<file path="src/rtl/in_frame.sv">
// in_frame: loads a 25-word frame into the 5x5x64 state memory m1 and hands it to the core
module in_frame (
    input  logic        clk,
    input  logic        rst,
    input  logic        pushin,
    input  logic        firstin,
    input  logic [63:0] din,
    output logic        stopin,
    output logic [2:0]  m1wx,
    output logic [2:0]  m1wy,
    output logic [63:0] m1wd,
    output logic        m1wr,
    output logic        start,
    input  logic        done,
    output logic        err
);
    typedef enum logic [1:0] {IDLE, FILL, FULL, WAIT} state_t;

    state_t     r_state;
    logic [4:0] r_wcnt;
    logic       w_acc;
    logic       w_wr;
    logic [4:0] w_idx;

    // Backpressure depends only on the registered state.
    assign stopin = (r_state == FULL) || (r_state == WAIT);
    assign w_acc  = pushin && !stopin;
    // A firstin word always restarts at (0,0); otherwise only FILL stores words.
    assign w_wr   = w_acc && (firstin || r_state == FILL);
    assign w_idx  = firstin ? 5'd0 : r_wcnt;

    // Frame FSM with registered write port, start and err pulses.
    always_ff @(posedge clk) begin
        if (rst) begin
            r_state <= IDLE;
            r_wcnt  <= 5'd0;
            m1wr    <= 1'b0;
            m1wx    <= 3'd0;
            m1wy    <= 3'd0;
            m1wd    <= 64'd0;
            start   <= 1'b0;
            err     <= 1'b0;
        end else begin
            m1wr  <= w_wr;
            start <= 1'b0;
            err   <= w_acc && (firstin ? r_state == FILL : r_state == IDLE);
            if (w_wr) begin
                m1wx <= 3'(w_idx % 5'd5);
                m1wy <= 3'(w_idx / 5'd5);
                m1wd <= din;
            end
            case (r_state)
                IDLE: begin
                    if (w_wr) begin
                        r_wcnt  <= 5'd1;
                        r_state <= FILL;
                    end
                end
                FILL: begin
                    if (w_wr) begin
                        if (w_idx == 5'd24) begin
                            r_wcnt  <= 5'd0;
                            r_state <= FULL;
                            start   <= 1'b1;
                        end else begin
                            r_wcnt <= w_idx + 5'd1;
                        end
                    end
                end
                FULL: r_state <= WAIT;
                WAIT: r_state <= done ? IDLE : WAIT;
                default: r_state <= IDLE;
            endcase
        end
    end
endmodule
</file>
<file path="config.mk">
export PLATFORM = sky130hd
export DESIGN_NAME = in_frame
export DESIGN_NICKNAME = d
export VERILOG_FILES = /design/src/rtl/in_frame.sv
export SDC_FILE = /design/constraint.sdc
export NUM_CORES = 1
export LEC_CHECK = 0
export CORE_MARGIN = 2
export CORE_UTILIZATION = 42
export DETAILED_ROUTE_END_ITERATION = 7
export MAX_ROUTING_LAYER = met4
export PLACE_DENSITY = 0.88
export SYNTH_ARGS = -nofsm -noshare
export SYNTH_HDL_FRONTEND = slang
export SYNTH_SLANG_ARGS = --single-unit
</file>
<file path="constraint.sdc">
create_clock -name clk -period 4.1 [get_ports clk]
set_input_delay 0.41 -clock clk [delete_from_list [all_inputs] [get_ports clk]]
set_output_delay 0.41 -clock clk [all_outputs]
set_load 0.02 [all_outputs]
</file>
==> flow_metrics.tcl, run 1 <==
set metrics [dict create \
    vdd_drop_max_mv 0.2570 \
    timing.final.max_slew_violations 0 \
    yosys_warnings 0 \
    ys_top_cells_by_area "dfxtp_1, nand2_1, a21oi_1, clkbuf_1, ha_1" \
    synth_largest_area_cell "dfxtp_1" \
    critPathCaptureType "flip-flop" \
    p_sw_mw 0.4435 \
    max_cap_violations 0 \
    via_per_inst 5.028 \
    clkPwrFrac_pct 37.4 \
    stdcell_count 644 \
    design_area_um2 4935 \
    p_leak_nw 1.831 \
    dr.pass1.iters 5 \
    hold_buffers 0 \
    cts.htree.levels 3 \
    synth_edf_count 0 \
    path_class "flip-flop to flip-flop" \
    ys_seq_elements 80 \
    grt_max_degree 47 \
    final.setup.tns_ps 0 \
    power_frac_comb_pct 16.4 \
    final_common_cell "clkdlybuf4s50_1" \
    die_area_um2 8415 \
    numPortBuffers 142 \
    cts_buffer_depth 2 \
    drc 0 \
    cts_resized 0 \
    drtIter0Drc 181 \
    whs_endpoint "m1wd[29]" \
    rsz0062_at_grt "no" \
    final_nets 615 \
    syn-num-nets 489 \
    finalWirelength_um 8659 \
    numClockSinks 80 \
    setup_viol 0 \
    relSlewSlack_pct 46.26 \
    cts_buffers 9 \
    layout-drive-gt1-share_pct 4.954 \
    worst_ep_required_time_ps 4330 \
    hold_path_class "flip-flop to flip-flop" \
    async_flop_share_pct 0 \
    grt_first_pass_wirelength_um 13990 \
    placed_area_um2 4700 \
    area_growth_pct 52.63 \
    diodes 0 \
    clock_latency_ps 350 \
    post_cts_buffers 0 \
    synth_flop_cell "dfxtp_1" \
    layout_min_cycle_time_ps 3141 \
    gp_congestion 0.8599 \
    finalClockSkew_ps 12.05 \
    synth_cell_types 43 \
    crit_arrival_ps 3370 \
    critPathMaxFanout 17 \
    wl_per_cell_um 13.45 \
    num_rows 31 \
    syn_area_um2 3233 \
    hold_start "m1wd[29]" \
    final_cell_mix "clkdlybuf4s50_1, nand2_1, dfxtp_1, a21oi_1, nor2_1" \
    start_util_pct 43.87 \
    die_width_um 91.74 \
    whs_path_depth 2 \
    route.antenna.remaining_nets 0 \
    dpl.cell_count 628 \
    fp.dieH_um 91.74 \
    clk_pin_slew_ps 80 \
    vias 3238 \
    finalCritPeriodShare_pct 76.62 \
    status "finished clean" \
    finalHoldViolations 0 \
    yosysSeqAreaShare_pct 49.54 \
    max_freq_mhz 318.3 \
    synthDominantCellAreaShare_pct 49.54 \
    grt_usage_pct 20.90 \
    ff2ff_path_depth 10 \
    rrSetupSlack_ps 960 \
    antenna_found_initial 0 \
    overflow 0 \
    coreArea_um2 7370 \
    cts-root-buf "clkbuf_8" \
    cp-start-kind "flip-flop" \
    p_int_mw 1.368 \
    powerDensity_nw_per_um2 367.2 \
    grt_pass1_vias 3069 \
    synth.avg_cell_area_um2 7.809 \
    worstMarginPinSlew_ps 806.1 \
    p_seq_share_pct 46.2 \
    synth_cells 414 \
    switching_share_pct 24.48 \
    top_level_ports 143 \
    r2r_end "m1wx[2]" \
    dp_hpwl_um 6135 \
    worstReg2RegStart "r_wcnt[2]" \
    cts_tree "yes" \
]
==> stage by stage <==
step                      setup slack, ps  utilization, %  hold WS, ps  power [mW]
after floorplan                      1158               -        519.7      0.9913
after global placement              768.9           63.77        440.8       1.147
after detailed placement            663.1           63.77        445.3       1.153
after CTS                           982.5           66.96        456.6       1.833
after global routing                754.3           66.96        471.3       1.895
final                               958.7           66.96        453.9       1.812
==> worst max path at each step <==
stage                          to  cells past startpoint       from
after floorplan           m1wx[2]                     11  r_wcnt[2]
after global placement    m1wx[2]                     13    firstin
after detailed placement  m1wx[2]                     13    firstin
after CTS                 m1wx[2]                     10  r_wcnt[2]
after global routing      m1wx[2]                     10  r_wcnt[2]
final                     m1wx[2]                     10  r_wcnt[2]
==> metal layers <==
layer  wire [µm]  GRT usage (%)
met1        3433          24.14
met4         123          6.716
met2        4538          35.97
met3         563          4.930
met5           0              -
==> registers in the layout, summed over array words and instances (netlist names) <==
signal   flops
m1wr         1
m1wd        64
r_wcnt       5
err          1
r_state      2
m1wx         3
start        1
m1wy         3
==> Yosys cell counts (all sizes together) (5+ instances only) <==
cell      n
inv       6
nor2     12
nand3     6
clkbuf   24
a21oi    72
dfxtp    80
o21ai     5
nand2b    5
ha        6
buf       9
nand2   140
nor2b     7
==> critical path, cell delays in order, from the launching register on <==
cell	delay, ps
dfxtp_1	650
nor2b_1	230
ha_1	300
nand2b_1	200
a221oi_1	250
o221ai_1	230
ha_1	230
or2_0	190
a211o_1	330
a21o_1	190
a32o_1	240
==> cell type report <==
type / instances / area (µm²)
inverter: 6 / 22.52
sequential: 80 / 1602
fill: 589 / 2435
multi-input combinational: 295 / 1490
clock buffer: 10 / 127.6
timing repair buffer: 148 / 1461
tap: 99 / 123.9
clock inverter: 6 / 107.6
==> logic make-up (layout without fill, tap and decap cells) <==
logic type	Yosys count	in the layout	share of synthesized area, %
simple gates	188	188	24.88
fa+ha+maj	6	6	2.322
compound gates	99	99	17.92
mux	1	1	0.3096
xor+xnor	1	1	0.2709
buf+inv	39	170	4.760
flops	80	80	49.54
==> power by group through the flow <==
| stage | Clock (mW) | Sequential, mW | Combinational (mW) |
|---|---|---|---|
| after floorplan | 0 | 0.898 | 0.0938 |
| after global placement | 0 | 0.853 | 0.293 |
| after detailed placement | 0 | 0.855 | 0.297 |
| after CTS | 0.696 | 0.837 | 0.299 |
| after global routing | 0.732 | 0.842 | 0.320 |
| final | 0.678 | 0.837 | 0.297 |
(Power assumes the default switching activity.)
==> inputs of run 2 (changes only) <==
--- a/config.mk
+++ b/config.mk
@@ -6,10 +6,10 @@
 export NUM_CORES = 1
 export LEC_CHECK = 0
 export CORE_MARGIN = 2
-export CORE_UTILIZATION = 42
+export CORE_UTILIZATION = 38
 export DETAILED_ROUTE_END_ITERATION = 7
 export MAX_ROUTING_LAYER = met4
-export PLACE_DENSITY = 0.88
+export PLACE_DENSITY = 0.85
 export SYNTH_ARGS = -nofsm -noshare
 export SYNTH_HDL_FRONTEND = slang
 export SYNTH_SLANG_ARGS = --single-unit
==> constraint.sdc (replaced) <==
create_clock -name clk -period 2.5 [get_ports clk]
set_input_delay 0.25 -clock clk [delete_from_list [all_inputs] [get_ports clk]]
set_output_delay 0.25 -clock clk [all_outputs]
set_load 0.02 [all_outputs]
==> run 2 against run 1 <==
Against the previous run:
- the flow now finishes with violations (negative setup slack)
- fmax up 24%
- critical path depth unchanged
- critical path type unchanged
- sequential share of layout area fell by 1.1 points
- first-iteration DRC count decreased by 38%
- count of clock-buffer cells in the layout rose by 1
- total power up 55%
- worst setup slack got worse by 980 ps
==> flow_metrics.tcl, run 2 (synthesis results as in run 1) <==
set metrics [dict create \
    status "complete, but fails checks" \
    violations "negative setup slack" \
    clk_pin_slew_ps 80 \
    layout-drive-gt1-share_pct 9.769 \
    max_freq_mhz 396.2 \
    largest-register "m1wd" \
    coreArea_um2 8217 \
    timing.final.max_slew_violations 0 \
    num_rows 33 \
    finalWirelength_um 9170 \
    dpl.cell_count 649 \
    numClockSinks 80 \
    num-fill-cells 669 \
    design_area_um2 5124 \
    finalCritPeriodShare_pct 101.0 \
    cts_tree "yes" \
    route.antenna.remaining_nets 0 \
    clock_latency_ps 340 \
    worstMarginPinSlew_ps 664.1 \
    start_util_pct 39.35 \
    placed_area_um2 4880 \
    powerDensity_nw_per_um2 546.6 \
    fp.dieH_um 96.24 \
    critPathMaxFanout 4 \
    cts-root-buf "clkbuf_8" \
    grt_first_pass_wirelength_um 14650 \
    layout_min_cycle_time_ps 2524 \
    drtIter0Drc 113 \
    max_cap_violations 0 \
    final.setup.tns_ps -41.03 \
    crit_arrival_ps 2760 \
    area_growth_pct 58.48 \
    overflow 0 \
    numPortBuffers 142 \
    cp-start-kind "flip-flop" \
    vdd_drop_max_mv 0.3601 \
    vias 3391 \
    final_cell_mix "nand2_1, clkdlybuf4s50_1, dfxtp_1, a21oi_1, buf_4" \
    finalHoldViolations 0 \
    relSlewSlack_pct 55.73 \
    cts_buffer_depth 2 \
    dr.pass1.iters 4 \
    drc 0 \
    rsz0062_at_grt "yes" \
    worst_ep_required_time_ps 2730 \
    grt_usage_pct 20.57 \
    gp_congestion 0.8458 \
    grt_pass1_vias 3270 \
    wl_per_cell_um 13.73 \
    p_leak_nw 1.903 \
    multiInputGateArea_um2 1554 \
    worst_slack_ps -24.09 \
    antenna_found_initial 0 \
    largest_register_ff_count 64 \
    diodes 0 \
    cts_buffers 9 \
    hold_path_class "input pin to flip-flop" \
    hold_ws_ps 438.6 \
    die_width_um 96.24 \
    critPathCaptureType "flip-flop" \
    register_area_um2 1604 \
    dp_hpwl_um 6577 \
    top_level_ports 143 \
    die_area_um2 9262 \
    pre_cts_slack_ps -631.3 \
    via_per_inst 5.076 \
    path_class "flip-flop to flip-flop" \
    finalClockSkew_ps 9.733 \
    setup_viol 2 \
    final_nets 633 \
    cts.htree.levels 3 \
    grt_max_degree 76 \
    stdcell_count 668 \
    reg.largest.list "m1wd: 64 flops, r_wcnt: 5 flops" \
]
run 2: metrics by stage:
| step | util, % | total power [mW] |
|---|---|---|
| 2_1_floorplan | - | 1.627 |
| 3_3_place_gp | 59.39 | 1.897 |
| 3_5_place_dp | 59.39 | 1.911 |
| 4_1_cts | 62.27 | 2.827 |
| 5_1_grt | 62.36 | 2.924 |
| 6_report | 62.36 | 2.801 |
run 2: layout make-up:
type | count | area share (%)
timing repair buffer | 166 | 31.67
clock buffer | 11 | 2.564
multi-input combinational | 295 | 30.33
clock inverter | 5 | 1.123
inverter | 6 | 0.4396
sequential | 80 | 31.31
tap | 105 | 2.564
run 2: final timing paths:
path	start	slack, ps	cells after the start	end
worst max register to register	r_wcnt[2]	-20	10	m1wx[2]
worst min-delay path	rst	440	2	m1wy[2]
worst min register to register	m1wd[45]	460	2	m1wd[45]
worst max-delay path	r_wcnt[2]	-20	10	m1wx[2]
run 2: what timing repair did:
action	4_1_cts	5_1_grt
pin swaps	7	0
endpoints found under the hold margin	0	0
resized for setup	7	0
hold buffers	0	0
setup buffers	2	1
setup endpoints to repair	4	4
run 2: critical path, cell delays in order (launching register included):
cell      delay [ps]
dfxtp_2          330
nor2b_4          160
ha_4             230
nand2b_4         160
a221oi_4         260
o221ai_2         160
ha_2             180
or2_0            190
a211o_1          320
a21o_1           190
a32o_1           240
run 2: per-layer routing:
layer	wire length, µm	track usage, %	part of all wire [%]	vias up
li1	-	-	-	1669
met1	3629	22.88	40	1587
met2	4835	35.13	53	116
met3	501	4.150	5.5	19
met4	204	9.881	2.2	0
met5	0	-	0	-
run 2: power breakdown:
part | switching [mW] | total, mW | leakage (nW) | internal, mW
clock network | 0.460 | 0.920 | 0.0856 | 0.461
registers | 0.0358 | 1.37 | 0.655 | 1.34
logic | 0.248 | 0.508 | 1.16 | 0.259
total | 0.744 | 2.80 | 1.90 | 2.06
